**src/rtl/riscv_pkg.sv**
```systemverilog
// Shared RV64 core definitions used by the iterative divider.
package riscv_pkg;

    localparam int WIDTH = 64;

    // Divider operation, encoded exactly as funct3[1:0] of DIV/DIVU/REM/REMU.
    typedef enum logic [1:0] {
        DIV  = 2'b00,
        DIVU = 2'b01,
        REM  = 2'b10,
        REMU = 2'b11
    } div_op_e;

    // Divider control states.
    typedef enum logic [1:0] {
        IDLE = 2'd0,
        CALC = 2'd1,
        DONE = 2'd2
    } div_state_e;

    localparam logic [WIDTH-1:0] DIV_MIN_INT = {1'b1, {(WIDTH-1){1'b0}}};

endpackage

```
**src/rtl/div_step.sv**
```systemverilog
// One radix-2 restoring division iteration: shift the next dividend bit
// into the partial remainder, trial-subtract the divisor, keep or restore.
module div_step #(
    parameter int WIDTH = 64
) (
    input  logic [WIDTH-1:0] rem,
    input  logic [WIDTH-1:0] q,
    input  logic [WIDTH-1:0] divisor,
    output logic [WIDTH-1:0] rem_next,
    output logic [WIDTH-1:0] q_next
);

    logic [WIDTH:0] rem_shift;
    logic [WIDTH:0] diff;
    logic           borrow;

    // Because rem < divisor on entry, rem_shift < 2*divisor, so the top bit
    // of the (WIDTH+1)-bit difference is set exactly when the subtraction borrows.
    always_comb begin
        rem_shift = {rem, q[WIDTH-1]};
        diff      = rem_shift - {1'b0, divisor};
        borrow    = diff[WIDTH];
        rem_next  = borrow ? rem_shift[WIDTH-1:0] : diff[WIDTH-1:0];
        q_next    = {q[WIDTH-2:0], ~borrow};
    end

endmodule

```
**src/rtl/divider_seq.sv**
```systemverilog
// Iterative restoring divider for RV64M DIV/DIVU/REM/REMU, one quotient bit
// per clock, valid/ready on both sides, with flush.
// Optional macro DIV_SHORTCUT_EN: finish in one cycle when |a| < |b|.
module divider_seq
    import riscv_pkg::*;
#(
    parameter int WIDTH = riscv_pkg::WIDTH,
    parameter int CNT_W = $clog2(WIDTH)
) (
    input  logic             clk,
    input  logic             rst,
    input  logic             flush_i,
    input  logic             valid_i,
    output logic             ready_o,
    input  logic [1:0]       op_i,
    input  logic [WIDTH-1:0] operand_a,
    input  logic [WIDTH-1:0] operand_b,
    output logic             valid_o,
    input  logic             ready_i,
    output logic [WIDTH-1:0] result_o
);

    localparam logic [WIDTH-1:0] MIN_INT = {1'b1, {(WIDTH-1){1'b0}}};

    // Conditional two's complement negation, modulo 2^WIDTH.
    function automatic logic [WIDTH-1:0] sign_fix(input logic [WIDTH-1:0] v, input logic neg);
        return neg ? (~v + 1'b1) : v;
    endfunction

    div_state_e       state;
    logic [CNT_W-1:0] cnt;
    div_op_e          op_r;
    logic [WIDTH-1:0] rem;
    logic [WIDTH-1:0] quo;
    logic [WIDTH-1:0] divisor;
    logic             neg_q;
    logic             neg_r;

    div_op_e             op_in;
    logic                is_signed_in;
    logic                is_rem_in;
    logic                is_rem;
    logic signed [WIDTH-1:0] a_sgn;
    logic signed [WIDTH-1:0] b_sgn;
    logic                a_neg;
    logic                b_neg;
    logic [WIDTH-1:0]    abs_a;
    logic [WIDTH-1:0]    abs_b;
    logic                b_zero;
    logic                ovf;
    logic                accept;
    logic [WIDTH-1:0]    rem_next;
    logic [WIDTH-1:0]    q_next;

    assign op_in        = div_op_e'(op_i);
    assign is_signed_in = (op_in == DIV) || (op_in == REM);
    assign is_rem_in    = (op_in == REM) || (op_in == REMU);
    assign is_rem       = (op_r == REM) || (op_r == REMU);
    assign a_sgn        = operand_a;
    assign b_sgn        = operand_b;
    assign a_neg        = is_signed_in && (a_sgn < 0);
    assign b_neg        = is_signed_in && (b_sgn < 0);
    assign abs_a        = sign_fix(operand_a, a_neg);
    assign abs_b        = sign_fix(operand_b, b_neg);
    assign b_zero       = (operand_b == '0);
    assign ovf          = is_signed_in && (operand_a == MIN_INT) && (operand_b == '1);
    assign accept       = (state == IDLE) && valid_i;

    assign ready_o = (state == IDLE);
    assign valid_o = (state == DONE);

    div_step #(.WIDTH(WIDTH)) u_step (
        .rem      (rem),
        .q        (quo),
        .divisor  (divisor),
        .rem_next (rem_next),
        .q_next   (q_next)
    );

    // Control: state, iteration counter and the registered result.
    always_ff @(posedge clk) begin
        if (rst) begin
            state    <= IDLE;
            cnt      <= '0;
            result_o <= '0;
        end else if (flush_i) begin
            state <= IDLE;
        end else begin
            case (state)
                IDLE: begin
                    if (valid_i) begin
                        if (b_zero) begin
                            result_o <= is_rem_in ? operand_a : '1;
                            state    <= DONE;
                        end else if (ovf) begin
                            result_o <= is_rem_in ? '0 : MIN_INT;
                            state    <= DONE;
`ifdef DIV_SHORTCUT_EN
                        end else if (abs_a < abs_b) begin
                            result_o <= is_rem_in ? operand_a : '0;
                            state    <= DONE;
`endif
                        end else begin
                            cnt   <= CNT_W'(WIDTH - 1);
                            state <= CALC;
                        end
                    end
                end
                CALC: begin
                    if (cnt == '0) begin
                        result_o <= is_rem ? sign_fix(rem_next, neg_r) : sign_fix(q_next, neg_q);
                        state    <= DONE;
                    end else begin
                        cnt <= cnt - 1'b1;
                    end
                end
                DONE: begin
                    if (ready_i) begin
                        state <= IDLE;
                    end
                end
                default: state <= IDLE;
            endcase
        end
    end

    // Datapath: capture operand magnitudes on accept, then iterate in CALC.
    always_ff @(posedge clk) begin
        if (accept) begin
            op_r    <= op_in;
            rem     <= '0;
            quo     <= abs_a;
            divisor <= abs_b;
            neg_q   <= a_neg ^ b_neg;
            neg_r   <= a_neg;
        end else if (state == CALC) begin
            rem <= rem_next;
            quo <= q_next;
        end
    end

endmodule

```
**config.mk**
```make
export PLATFORM = sky130hd
export DESIGN_NAME = divider_seq
export DESIGN_NICKNAME = d
export VERILOG_FILES = /design/src/rtl/riscv_pkg.sv /design/src/rtl/div_step.sv /design/src/rtl/divider_seq.sv
export SDC_FILE = /design/constraint.sdc
export NUM_CORES = 1
export LEC_CHECK = 0
export CELL_PAD_IN_SITES_DETAIL_PLACEMENT = 1
export CELL_PAD_IN_SITES_GLOBAL_PLACEMENT = 1
export CORE_MARGIN = 2
export CORE_UTILIZATION = 40
export CTS_BUF_LIST = sky130_fd_sc_hd__clkbuf_4
export DETAILED_ROUTE_END_ITERATION = 8
export DONT_BUFFER_PORTS = 1
export GPL_TIMING_DRIVEN = 0
export PLACE_DENSITY = 0.77
export REMOVE_ABC_BUFFERS = 1
export SKIP_CTS_REPAIR_TIMING = 1
export SYNTH_ARGS = -nofsm -noshare
export SYNTH_HDL_FRONTEND = slang
export SYNTH_SLANG_ARGS = --single-unit
export TNS_END_PERCENT = 5
```
**constraint.sdc**
```tcl
create_clock -name clk -period 18.3 [get_ports clk]
set_input_delay 3.66 -clock clk [delete_from_list [all_inputs] [get_ports clk]]
set_output_delay 3.66 -clock clk [all_outputs]
set_load 0.01 [all_outputs]
```
==> impl_metrics.yaml <==
pwr:
  switching_power_mw: 0.578
  p_comb_frac: 0.219
  sequentialPowerShare: 0.414
  swShare: 0.338
  leakage_nw: 9.16
  power_density_nw_per_um2: 65.9
  peakVddDrop_uv: 39.4
  clock_power_share: 0.366
  p_int_mw: 1.13
sta:
  hold_violations: 0
  post-route-period-util: 0.486
  rsz0062_at_grt: "no"
  fin_tns_setup_ns: 0
  slew_headroom: 0.0256
  fin_crit_ns: 8.89
  setup_viol: 0
  worst-slew-pin-transition_ns: 1.46
  slew_violations: 0
  max_clock_freq_mhz: 113
  skew_ns: 0.0627
drt:
  drt-wirelength-per-cell_um: 25.8
  totalWireLength_um: 100000
  first_pass_iters: 7
  post-route-drc-count: 0
  ant_nets: 0
  vias: 25442
  drt_iter0_markers: 1839
  drt-vias-per-instance: 6.53
hold_path:
  min-delay-start: "result_o[29]$_SDFFE_PP0P_"
  worstHoldPathCells: 2
  min_path_type: "register to register"
  holdPathEnd: "result_o[29]$_SDFFE_PP0P_"
yosys:
  yosysWarnings: 0
  ys_types: 110
  syn_inst: 3134
  avgSynthCellArea_sq_um: 7.69
  ys_seq_elements: 267
  synth_edf_count: 131
  synthesis.area_sq_um: 24100
  ys.flop_type: "dfxtp_1"
  async_flop_share: 0
  ys_seq_area_frac: 0.276
critical_path:
  worstPathRequired_ns: 19.06
  arrival_ns: 9.65
  crit_path_start_kind: "register"
  critPathCaptureType: "register"
  crit_chain: "ha_1, a21oi_2, o21ai_1, a32oi_1, a211oi_2, o311ai_2, a21oi_2, nor2_4, buf_12, buf_12, clkinv_2, a21oi_1, ha_1, a21boi_0, and3_1, nand3_2, nor3_1, a31oi_1, or4_1, nor4_1, mux2_1, o32ai_1"
  r2r_start: "rem[12]$_SDFFE_PP0P_"
  path_max_fanout: 34
  criticalPathCategory: "register to register"
  crit_slowest_cell: "nor2_4"
  ff2ff_path_depth: 22
  critPathMaxStageDelay_ns: 0.71
  r2r_end: "result_o[56]$_SDFFE_PP0P_"
  r2r_slack_ns: 9.41
finish:
  syn_to_final_growth_pct: 7.81
  fillCellCount: 7269
  drive_above_1_share: 0.0821
  final_area_sq_um: 26000
  layout.nets: 3260
global_routing:
  grt_antenna_before_repair: 4
  grt_max_degree: 102
  grt_usage: 0.316
  grt_pass1_wl_um: 154000
  grt-ovfl-total: 0
  grt_pass1_vias: 26133
die:
  io-pin-count: 201
  dieWidth_um: 250
  start_util: 0.406
  dieArea_sq_um: 62300
  die_y_um: 250
  rows: 89
  core_sq_um: 59400
clocking:
  cts.sinks: 267
  clk_pin_slew_ns: 0.07
  numCtsBuffers: 81
  htree_num_levels: 3
  cts_buffer_depth: 3
  clk_latency_ns: 0.87
  cts_root_buf: "clkbuf_4"
  cts_tree: "yes"
place:
  port_buffers: 0
  place_hpwl_um: 77800
  gp_congestion: 0.932
  dpl-instance-area_sq_um: 24900
status:
  status: "finished clean"
run:
  drv_cap: 0
==> power groups by stage <==
stage	registers (mW)	logic [mW]	clock network [mW]
2_1_floorplan	0.715	0.250	0
3_3_place_gp	0.728	0.341	0
3_5_place_dp	0.722	0.369	0
4_1_cts	0.709	0.372	0.641
5_1_grt	0.714	0.409	0.675
6_report	0.710	0.376	0.627
==> worst max-delay path: cells and delay by family (launching register included) <==
kind	cells	cell delay (ns)
compound gates	10	3.46
simple gates	6	2.88
buf+inv	3	0.82
fa+ha+maj	2	0.66
flops	1	0.54
mux	1	0.40
==> registers in the layout, indices dropped and copies added (netlist names) <==
signal / cells
quo: 64
neg_r: 1
state: 2
op_r: 1
rem: 64
result_o: 64
neg_q: 1
cnt: 6
divisor: 64
==> worst max-delay path by stage <==
stage / startpoint / to / slack [ns] / cells past startpoint
final: rem[12]$_SDFFE_PP0P_ / result_o[56]$_SDFFE_PP0P_ / 9.41 / 22
after global routing: quo[63]$_DFFE_PP_ / result_o[56]$_SDFFE_PP0P_ / 9.11 / 24
after CTS: quo[63]$_DFFE_PP_ / result_o[56]$_SDFFE_PP0P_ / 8.94 / 25
after detailed placement: quo[63]$_DFFE_PP_ / result_o[56]$_SDFFE_PP0P_ / 8.99 / 25
after global placement: valid_i / quo[60]$_DFFE_PP_ / 0.70 / 4
after floorplan: valid_i / quo[0]$_DFFE_PP_ / 6.62 / 4
==> cell usage after synthesis, types with 59 or more instances <==
| cell type | number | share of area |
|---|---|---|
| o21ai_0 | 338 | 0.070 |
| nand2_1 | 324 | 0.050 |
| nor2_1 | 266 | 0.041 |
| a21oi_1 | 213 | 0.044 |
| xnor2_1 | 144 | 0.052 |
| dfxtp_1 | 136 | 0.11 |
| edfxtp_1 | 131 | 0.16 |
| clkbuf_1 | 118 | 0.018 |
| inv_1 | 115 | 0.018 |
| xor2_1 | 104 | 0.038 |
| nor3_1 | 102 | 0.021 |
| ha_1 | 71 | 0.037 |
| nand4_1 | 68 | 0.018 |
| o31ai_1 | 61 | 0.019 |
| or3_1 | 60 | 0.016 |
| mux2i_1 | 59 | 0.024 |
==> metrics by stage <==
| step | hold slack, ns | utilization | cells | worst slack, ns | total power [mW] |
|---|---|---|---|---|---|
| after floorplan | 0.453 | - | 2943 | 6.62 | 0.965 |
| after global placement | 0.479 | 0.409 | 3716 | 0.702 | 1.07 |
| after detailed placement | 0.487 | 0.419 | 3741 | 8.99 | 1.09 |
| after CTS | 0.499 | 0.437 | 3889 | 8.94 | 1.72 |
| after global routing | 0.516 | 0.438 | 3893 | 9.11 | 1.80 |
| final | 0.494 | 0.438 | 3895 | 9.41 | 1.71 |
==> layout by cell type (no fill, tap or decap), types with 16 or more instances in the layout <==
master	instances
or4_1	31
ha_1	71
nor2_1	263
nand2_1	322
o21ai_1	18
o31ai_1	61
a21o_1	23
a211oi_1	48
and3_1	19
nand4_1	68
o21bai_1	16
a311oi_1	30
o211ai_1	42
clkbuf_4	124
a211o_1	19
dfxtp_1	136
nor4_1	52
xor2_1	104
xnor2_1	144
and2_1	31
nor3_1	102
mux2i_1	59
inv_1	112
nand2b_1	17
o41ai_1	24
o21a_1	21
or3_1	60
a21oi_1	213
nand3_1	57
a31oi_1	35
edfxtp_1	131
o21ai_0	338
==> cell type report <==
type                       count  area (sq um)  share of cell area
clock buffer                 124           931              0.0358
inverter                     117           445              0.0171
sequential                   267          6660               0.256
clock inverter                24           141             0.00544
tap                          773           967              0.0372
multi-input combinational   2559         16300               0.626
antenna                        4          10.0            0.000385
timing repair buffer          27           566              0.0218
==> routing by layer <==
metal | global-route usage | part of all wire | vias up
li1 | - | - | 11652
met4 | 0.160 | 0.054 | 2
met3 | 0.0600 | 0.060 | 246
met1 | 0.369 | 0.40 | 12673
met2 | 0.551 | 0.49 | 869
met5 | 0 | 0.00010 | -
==> kinds of logic after synthesis <==
| group | Yosys count | synth area share |
|---|---|---|
| muxes | 73 | 0.0310 |
| and+or+nand+nor | 1125 | 0.233 |
| AOI/OAI and AO/OA | 1041 | 0.280 |
| buffers and inverters | 308 | 0.0523 |
| adders and majority gates | 72 | 0.0377 |
| DFF | 267 | 0.276 |
| xor gates and xnor gates | 248 | 0.0901 |
No activity file was read; power rests on OpenSTA's default activity.
